`src/rtl/mips_multicycle_ctrl.sv`:
```
// Multi-cycle control FSM for a MIPS subset datapath (R-type, lw, sw, beq, addi, j).
// Moore outputs decoded from the current state. Exceptions: the FETCH PC/IR enables
// follow mem_ready, and the BEQ PC enable follows zero. Also keeps a wrapping count of
// retired instructions.
module mips_multicycle_ctrl #(
  parameter int CNT_W   = 32,
  parameter int STATE_W = 4
) (
  input  logic               clk,
  input  logic               rst_n,
  input  logic [5:0]         opcode,
  input  logic               zero,
  input  logic               mem_ready,
  output logic               mem_req,
  output logic               mem_we,
  output logic               iord,
  output logic               ir_write,
  output logic               pc_en,
  output logic [1:0]         pc_src,
  output logic               alu_src_a,
  output logic [1:0]         alu_src_b,
  output logic [1:0]         alu_op,
  output logic               reg_dst,
  output logic               mem_to_reg,
  output logic               reg_write,
  output logic               illegal_op,
  output logic [CNT_W-1:0]   instr_count,
  output logic [STATE_W-1:0] state_o
);

  typedef enum logic [3:0] {
    S_RST    = 4'd0,
    S_FETCH  = 4'd1,
    S_DECODE = 4'd2,
    S_MEMADR = 4'd3,
    S_MEMRD  = 4'd4,
    S_MEMWB  = 4'd5,
    S_MEMWR  = 4'd6,
    S_REX    = 4'd7,
    S_RWB    = 4'd8,
    S_BEQ    = 4'd9,
    S_AEX    = 4'd10,
    S_AWB    = 4'd11,
    S_JMP    = 4'd12
  } state_e;

  localparam logic [5:0] OP_R    = 6'b000000;
  localparam logic [5:0] OP_LW   = 6'b100011;
  localparam logic [5:0] OP_SW   = 6'b101011;
  localparam logic [5:0] OP_BEQ  = 6'b000100;
  localparam logic [5:0] OP_ADDI = 6'b001000;
  localparam logic [5:0] OP_J    = 6'b000010;

  state_e           state_q, state_d;
  logic [CNT_W-1:0] cnt_q, cnt_d;
  logic             retire;

  // State and retired-instruction counter registers.
  always_ff @(posedge clk or negedge rst_n) begin
    if (!rst_n) begin
      state_q <= S_RST;
      cnt_q   <= '0;
    end else begin
      state_q <= state_d;
      cnt_q   <= cnt_d;
    end
  end

  // Next-state, datapath selects and retire strobe.
  always_comb begin
    state_d    = state_q;
    retire     = 1'b0;
    mem_req    = 1'b0;
    mem_we     = 1'b0;
    iord       = 1'b0;
    ir_write   = 1'b0;
    pc_en      = 1'b0;
    pc_src     = 2'd0;
    alu_src_a  = 1'b0;
    alu_src_b  = 2'd0;
    alu_op     = 2'd0;
    reg_dst    = 1'b0;
    mem_to_reg = 1'b0;
    reg_write  = 1'b0;
    illegal_op = 1'b0;
    case (state_q)
      S_RST: state_d = S_FETCH;
      S_FETCH: begin
        // PC+4 computed here; PC and IR load together when the fetch completes.
        mem_req   = 1'b1;
        alu_src_b = 2'd1;
        ir_write  = mem_ready;
        pc_en     = mem_ready;
        if (mem_ready) state_d = S_DECODE;
      end
      S_DECODE: begin
        // Branch target precomputed into ALUOut while the opcode is decoded.
        alu_src_b = 2'd3;
        case (opcode)
          OP_LW, OP_SW: state_d = S_MEMADR;
          OP_R:         state_d = S_REX;
          OP_BEQ:       state_d = S_BEQ;
          OP_ADDI:      state_d = S_AEX;
          OP_J:         state_d = S_JMP;
          default: begin
            illegal_op = 1'b1;
            state_d    = S_FETCH;
          end
        endcase
      end
      S_MEMADR: begin
        alu_src_a = 1'b1;
        alu_src_b = 2'd2;
        state_d   = (opcode == OP_LW) ? S_MEMRD : S_MEMWR;
      end
      S_MEMRD: begin
        mem_req = 1'b1;
        iord    = 1'b1;
        if (mem_ready) state_d = S_MEMWB;
      end
      S_MEMWB: begin
        reg_write  = 1'b1;
        mem_to_reg = 1'b1;
        retire     = 1'b1;
        state_d    = S_FETCH;
      end
      S_MEMWR: begin
        mem_req = 1'b1;
        iord    = 1'b1;
        mem_we  = 1'b1;
        if (mem_ready) begin
          retire  = 1'b1;
          state_d = S_FETCH;
        end
      end
      S_REX: begin
        alu_src_a = 1'b1;
        alu_op    = 2'd2;
        state_d   = S_RWB;
      end
      S_RWB: begin
        reg_write = 1'b1;
        reg_dst   = 1'b1;
        retire    = 1'b1;
        state_d   = S_FETCH;
      end
      S_BEQ: begin
        alu_src_a = 1'b1;
        alu_op    = 2'd1;
        pc_src    = 2'd1;
        pc_en     = zero;
        retire    = 1'b1;
        state_d   = S_FETCH;
      end
      S_AEX: begin
        alu_src_a = 1'b1;
        alu_src_b = 2'd2;
        state_d   = S_AWB;
      end
      S_AWB: begin
        reg_write = 1'b1;
        retire    = 1'b1;
        state_d   = S_FETCH;
      end
      S_JMP: begin
        pc_src  = 2'd2;
        pc_en   = 1'b1;
        retire  = 1'b1;
        state_d = S_FETCH;
      end
      default: state_d = S_RST;
    endcase
  end

  // Counter advances on the edge that leaves a retiring state; wraps naturally.
  always_comb begin
    cnt_d = cnt_q;
    if (retire) cnt_d = cnt_q + CNT_W'(1);
  end

  assign instr_count = cnt_q;
  assign state_o     = STATE_W'(state_q);

endmodule

```
`config.mk`:
```
export PLATFORM = sky130hd
export DESIGN_NAME = mips_multicycle_ctrl
export DESIGN_NICKNAME = d
export VERILOG_FILES = /design/src/rtl/mips_multicycle_ctrl.sv
export SDC_FILE = /design/constraint.sdc
export NUM_CORES = 1
export LEC_CHECK = 0
export ABC_AREA = 0
export BUFFER_PORTS_ARGS = -buffer_cell sky130_fd_sc_hd__buf_4
export CAP_MARGIN = 20
export CORE_MARGIN = 4
export CORE_UTILIZATION = 25
export DETAILED_ROUTE_END_ITERATION = 12
export GPL_ROUTABILITY_DRIVEN = 0
export GPL_TIMING_DRIVEN = 1
export SYNTH_ARGS = -nofsm -noshare
export SYNTH_HDL_FRONTEND = slang
export SYNTH_SLANG_ARGS = --single-unit
```
`constraint.sdc`:
```
create_clock -name clk -period 2.31 [get_ports clk]
set_input_delay 0.3465 -clock clk [delete_from_list [all_inputs] [get_ports clk]]
set_output_delay 0.3465 -clock clk [all_outputs]
set_load 0.03 [all_outputs]
```
After elaboration in Yosys (flattened, before gate mapping)
Cells that the tools add are included.
{ "totals": {"reg_bits": 36, "inputBits": 10, "word_cells": 57, "output_inout_bits": 52} }
{ "classes": {"eq_ne": 20, "reduce_logical": 12, "add_sub_neg": 1, "n_mux": 22} }
{ "op_table": {"columns": ["operator", "count"], "rows": [
  ["adder 32 x 1 -> 32 bit, second input constant", 1],
  ["one-hot mux 4 bit (8 select lines)", 1],
  ["== test 4 bit, second input constant", 5],
  ["one-hot mux 4 bit (5 select lines)", 1],
  ["== test 4 x 3 -> 1 bit, second input constant", 4],
  ["== test 6 bit, second input constant", 2],
  ["2-to-1 mux 4 bit", 3],
  ["OR reduction 6 bit", 2],
  ["2-to-1 mux 1 bit", 11],
  ["== test 4 x 2 -> 1 bit, second input constant", 2],
  ["one-hot mux 2 bit (2 select lines)", 2],
  ["== test 6 x 2 -> 1 bit, second input constant", 1],
  ["== test 6 x 3 -> 1 bit, second input constant", 1],
  ["== test 6 x 4 -> 1 bit, second input constant", 1],
  ["zero test 6 bit", 1],
  ["!= test 2 bit, second input constant", 3],
  ["one-hot mux 2 bit (3 select lines)", 1],
  ["OR reduction 2 bit", 3],
  ["OR reduction 3 bit", 2],
  ["OR reduction 5 bit", 1],
  ["== test 4 x 1 -> 1 bit, second input constant", 1],
  ["zero test 4 bit", 1],
  ["OR reduction 4 bit", 1],
  ["one-hot mux 1 bit (3 select lines)", 1],
  ["3 further kinds", 3]
]} }

Logic depth before layout (Yosys ltp)
{ "logic_depth": {"depth_word": 4, "mapped_depth": 7, "mapped_depth_nobuf": 5} }

Worst setup path before layout
No wires, ideal clock.
{ "synth_timing": {"path_kind": "register to output", "from": "register state_q[3], in the netlist state_o[3]", "to": "output port pc_en", "arrival_time_ns": 2.122, "setup_slack_ns": -0.158, "t_required_ns": 1.964, "path_buffers": 2, "path_stages_with_launch": 6, "path_cell_list": "dfrtp_1 buf_4 clkbuf_1 nand2_1 nor3_1 a211o_1"} }
{ "synth_between": {"elab_chain_cells": 2, "word_cells_on_any_way": 4, "cone_classes": "eq/ne (3); mux (1)"} }
{ "synth_rtl": {"columns": ["element", "line", "rtl"], "rows": [
  ["from (decl)", "54", "state_e state_q, state_d;"],
  ["from (signal assigned)", "64", "state_q <= state_d;"],
  ["== test 4 bit / == test 4 x 1 -> 1 bit (equally long branches)", "86", "case (state_q)"],
  ["one-hot mux 1 bit (3 select lines) *", "86", null],
  ["to (decl)", "18", "output logic pc_en,"]
]} }
Mark *: on every way between the ends. The rest lies on a longest branch, timed or not.

Final worst setup path
{ "layout_timing": {"from": "register state_q[3], in the netlist state_o[3]", "to": "output port reg_write"} }
{ "layout_between": {"elab_chain_cells": 3, "word_cells_on_any_way": 5, "cone_classes": "eq/ne (3); mux (1); reduce/logical (1)"} }
{ "layout_rtl": {"columns": ["element", "line", "rtl"], "rows": [
  ["== test 4 bit / == test 4 x 3 -> 1 bit (equally long branches)", "86", null],
  ["OR reduction 3 bit (no line) *", null, null],
  ["2-to-1 mux 1 bit *", "86", null],
  ["to (decl)", "25", "output logic reg_write,"]
]} }
Marks and branches as above.

==> impl_results.md <==
- IO Pins: 62
- Vias in the first global route: roughly 1800
- Slew @ Worst Pin: approximately 450 ps
- Reg2Reg Setup Slack: 500 ps
- Starting utilization of the core area: 0.258
- Flops & latches, synth: 36
- # rows: 32
- Pleak: around 1.3 nW
- Sinks on the clock net: 36
- DIE WIDTH: slightly below 100 um
- Die Ht: approximately 98 um
- Worst Path Buf+Inv: 2
- Fin Hold WS: -0.0850 ps
- Post-Layout Cell Count: 368
- Critical path depth in cells: 5
- Top cells by area, synth: dfrtp_1 45%, xnor2_1 11%, and3_1 3.7%
- First-pass GRT wire length: about 8800 um
- Tot GR Track Use: 0.112
- Antenna diode count: 0
- Crit path required time: between 1500 and 2000 ps
- Post-synth cell types: approximately 40
- M1 GR Usage: 0.159
- Placed Cells: 360
- Final ANT Viol Nets: 0
- Setup TNS: 0 ps
- Worst skew pair latency: about 290 ps
- Run status: finished, violations left
- Synth top area share: 0.446
- Vias/cell: 4.67
- Peak VDD IR: approximately 0.23 mV
- Share of layout cells above drive strength 1: 0.323
- Max Cap Violations: 0
- Post-Syn Area per Cell: ~10 um2
- CP delay by family, top: flip-flops
- FF-to-FF Start: state_o[2]$_DFFE_PN0P_
- CTS tree: built
- Met2 usage: 0.168
- Kind of critical path: reg -> out
- Most instantiated cells after synthesis: 36 x dfrtp_1, 26 x xnor2_1, 18 x nor2_1
- Syn Inst Count: between 200 and 250
- Crit Path Max Fanout: 12
- Initial antenna violation count: 0
- Synth warn: 0
- Count of flip-flops with a built-in enable after synthesis: 0
- Area grow syn2layout: 32.9%
- NumNets Final: 276
- Mapped Nets: 213
- Routed WL per cell: ~14 um
- Power per cell area: roughly 880 nW/um2
- DP Wirelength: roughly 3900 um
- Grt ovf: 0
- Hold Buf Count CTS: 0
- Layout Skew: roughly 8.7 ps
- Top_reg_cell synth: dfrtp_1
- Die footprint: between 9000 and 10000 um2
- Most common cell in the netlist: dfrtp_1
- H-tree levels: 2
- Peak per-stage delay on the critical path: about 450 ps
- Violated checks: hold timing
- Hold WC Path Type: in -> async
- Critical Path Start Type: flop
- Setup Buffers After CTS: 0
- RSZ-0062 raised after global routing: false
- Fin. Hold Viols: 1
- Rel. slew slack: 0.700
- Slew Viols, Final: 0
- Sequential share of the synthesized area: 0.446
- Core area: roughly 7800 um2
- Drt first pass iters: 4
- CTS root buf: clkbuf_8
- Cts repair resizes: 0
- Final WL: roughly 5200 um
- Vias post-DR: 1718
- GR peak layer: met2
- Iteration-0 DRC Markers: 92
- Met3 Use GR: 0.0264
- TritonCTS Buffers: 5
- Port Buffers: 61
- Crit-path slowest cell: dfrtp_1
- Reg clk slew, reported paths: about 80 ps
- Worst R2R Path Depth: 5
- Final setup vio count: 0
- Crit share post-route: 0.907
- Crit path DAT: between 1500 and 2000 ps
- Largest net degree at the start of global routing: 37
- Clk buf depth: 2
- Fillers: between 800 and 900
- Synth area leader: dfrtp_1
- Min Clock Period, post-route: roughly 2100 ps
- Async SR Flop Fraction: 1.00
- Peak Freq: 477 MHz
- Mapped Area: 2020 um2
- Most common cell on crit path: buf_4
- Crit end category: output port
- Reg-to-Reg End: instr_count[6]$_DFFE_PN0P_
- Crit-path cells: buf_4 -> nand2b_1 -> mux2_2 -> o22ai_1 -> buf_4
- Post-route DRC: 0
[sequential cells by signal (all words and copies together) (netlist names)]
signal / count
instr_count: 32
state_o: 4
[power by group]
part	internal, mW	switching, mW	leakage (nW)	total (mW)
clock network	0.238	0.235	0.0510	0.473
registers	0.697	0.112	0.489	0.810
logic	0.422	0.665	0.755	1.09
total	1.36	1.01	1.29	2.37
[how the worst max path moves through the flow]
stage	from	slack, ps	end
after floorplan	state_o[0]$_DFFE_PN0P_	90	reg_write
after global placement	state_o[2]$_DFFE_PN0P_	420	instr_count[5]$_DFFE_PN0P_
after detailed placement	state_o[2]$_DFFE_PN0P_	420	instr_count[5]$_DFFE_PN0P_
after CTS	state_o[2]$_DFFE_PN0P_	130	pc_en
after global routing	state_o[3]$_DFFE_PN0P_	110	reg_write
final	state_o[3]$_DFFE_PN0P_	220	reg_write
[area by class of cell]
class                   count  area (um2)  area share
flip-flops and latches     36         902       0.336
clock buffers               6        82.6      0.0308
well taps                 102         128      0.0476
repair buffers             65         488       0.182
clock inverters             2        10.0     0.00373
multi-input cells         157        1070       0.400
[layer usage]
layer	share of wire	vias up
li1	-	854
met1	0.49	825
met2	0.47	34
met3	0.029	5
met4	0.013	0
met5	0	-
[metrics by stage]
stage	hold WS (ps)	utilization	area, um2	power (mW)	setup WS [ps]
after floorplan	50.9	-	2020	1.53	92.8
after global placement	334	0.332	2590	1.91	423
after detailed placement	332	0.332	2590	1.92	417
after CTS	7.57	0.343	2680	2.39	130
after global routing	32.3	0.344	2680	2.53	107
final	-0.0850	0.344	2680	2.37	216
[layout by cell type (no fill, tap or decap), types with 2 or more instances in the layout]
| cell | count |
|---|---|
| buf_4 | 65 |
| dfrtp_1 | 35 |
| xnor2_1 | 26 |
| nor2_1 | 18 |
| nand2_1 | 14 |
| and3_1 | 12 |
| nand4_1 | 11 |
| nand3_1 | 10 |
| nor3_1 | 7 |
| xor2_1 | 7 |
| nand2b_1 | 6 |
| a21oi_1 | 6 |
| o21ai_0 | 6 |
| clkbuf_8 | 6 |
| and4_1 | 5 |
| nor2b_1 | 2 |
| mux2_2 | 2 |
| o22ai_1 | 2 |
| a21o_1 | 2 |
| clkinv_2 | 2 |
[cells by family (layout without fill, tap and decap cells)]
group	Yosys count	in the layout	synth area share
XOR/XNOR	33	33	0.143
multiplexers	2	2	0.0112
AO/OA/AOI/OAI	29	29	0.109
AND/OR/NAND/NOR	92	92	0.259
adder cells (fa/ha/maj)	1	1	0.00620
flip-flops	36	36	0.446
buffers and inverters	9	73	0.0248
Note: power is estimated with default switching activity, not from simulation.
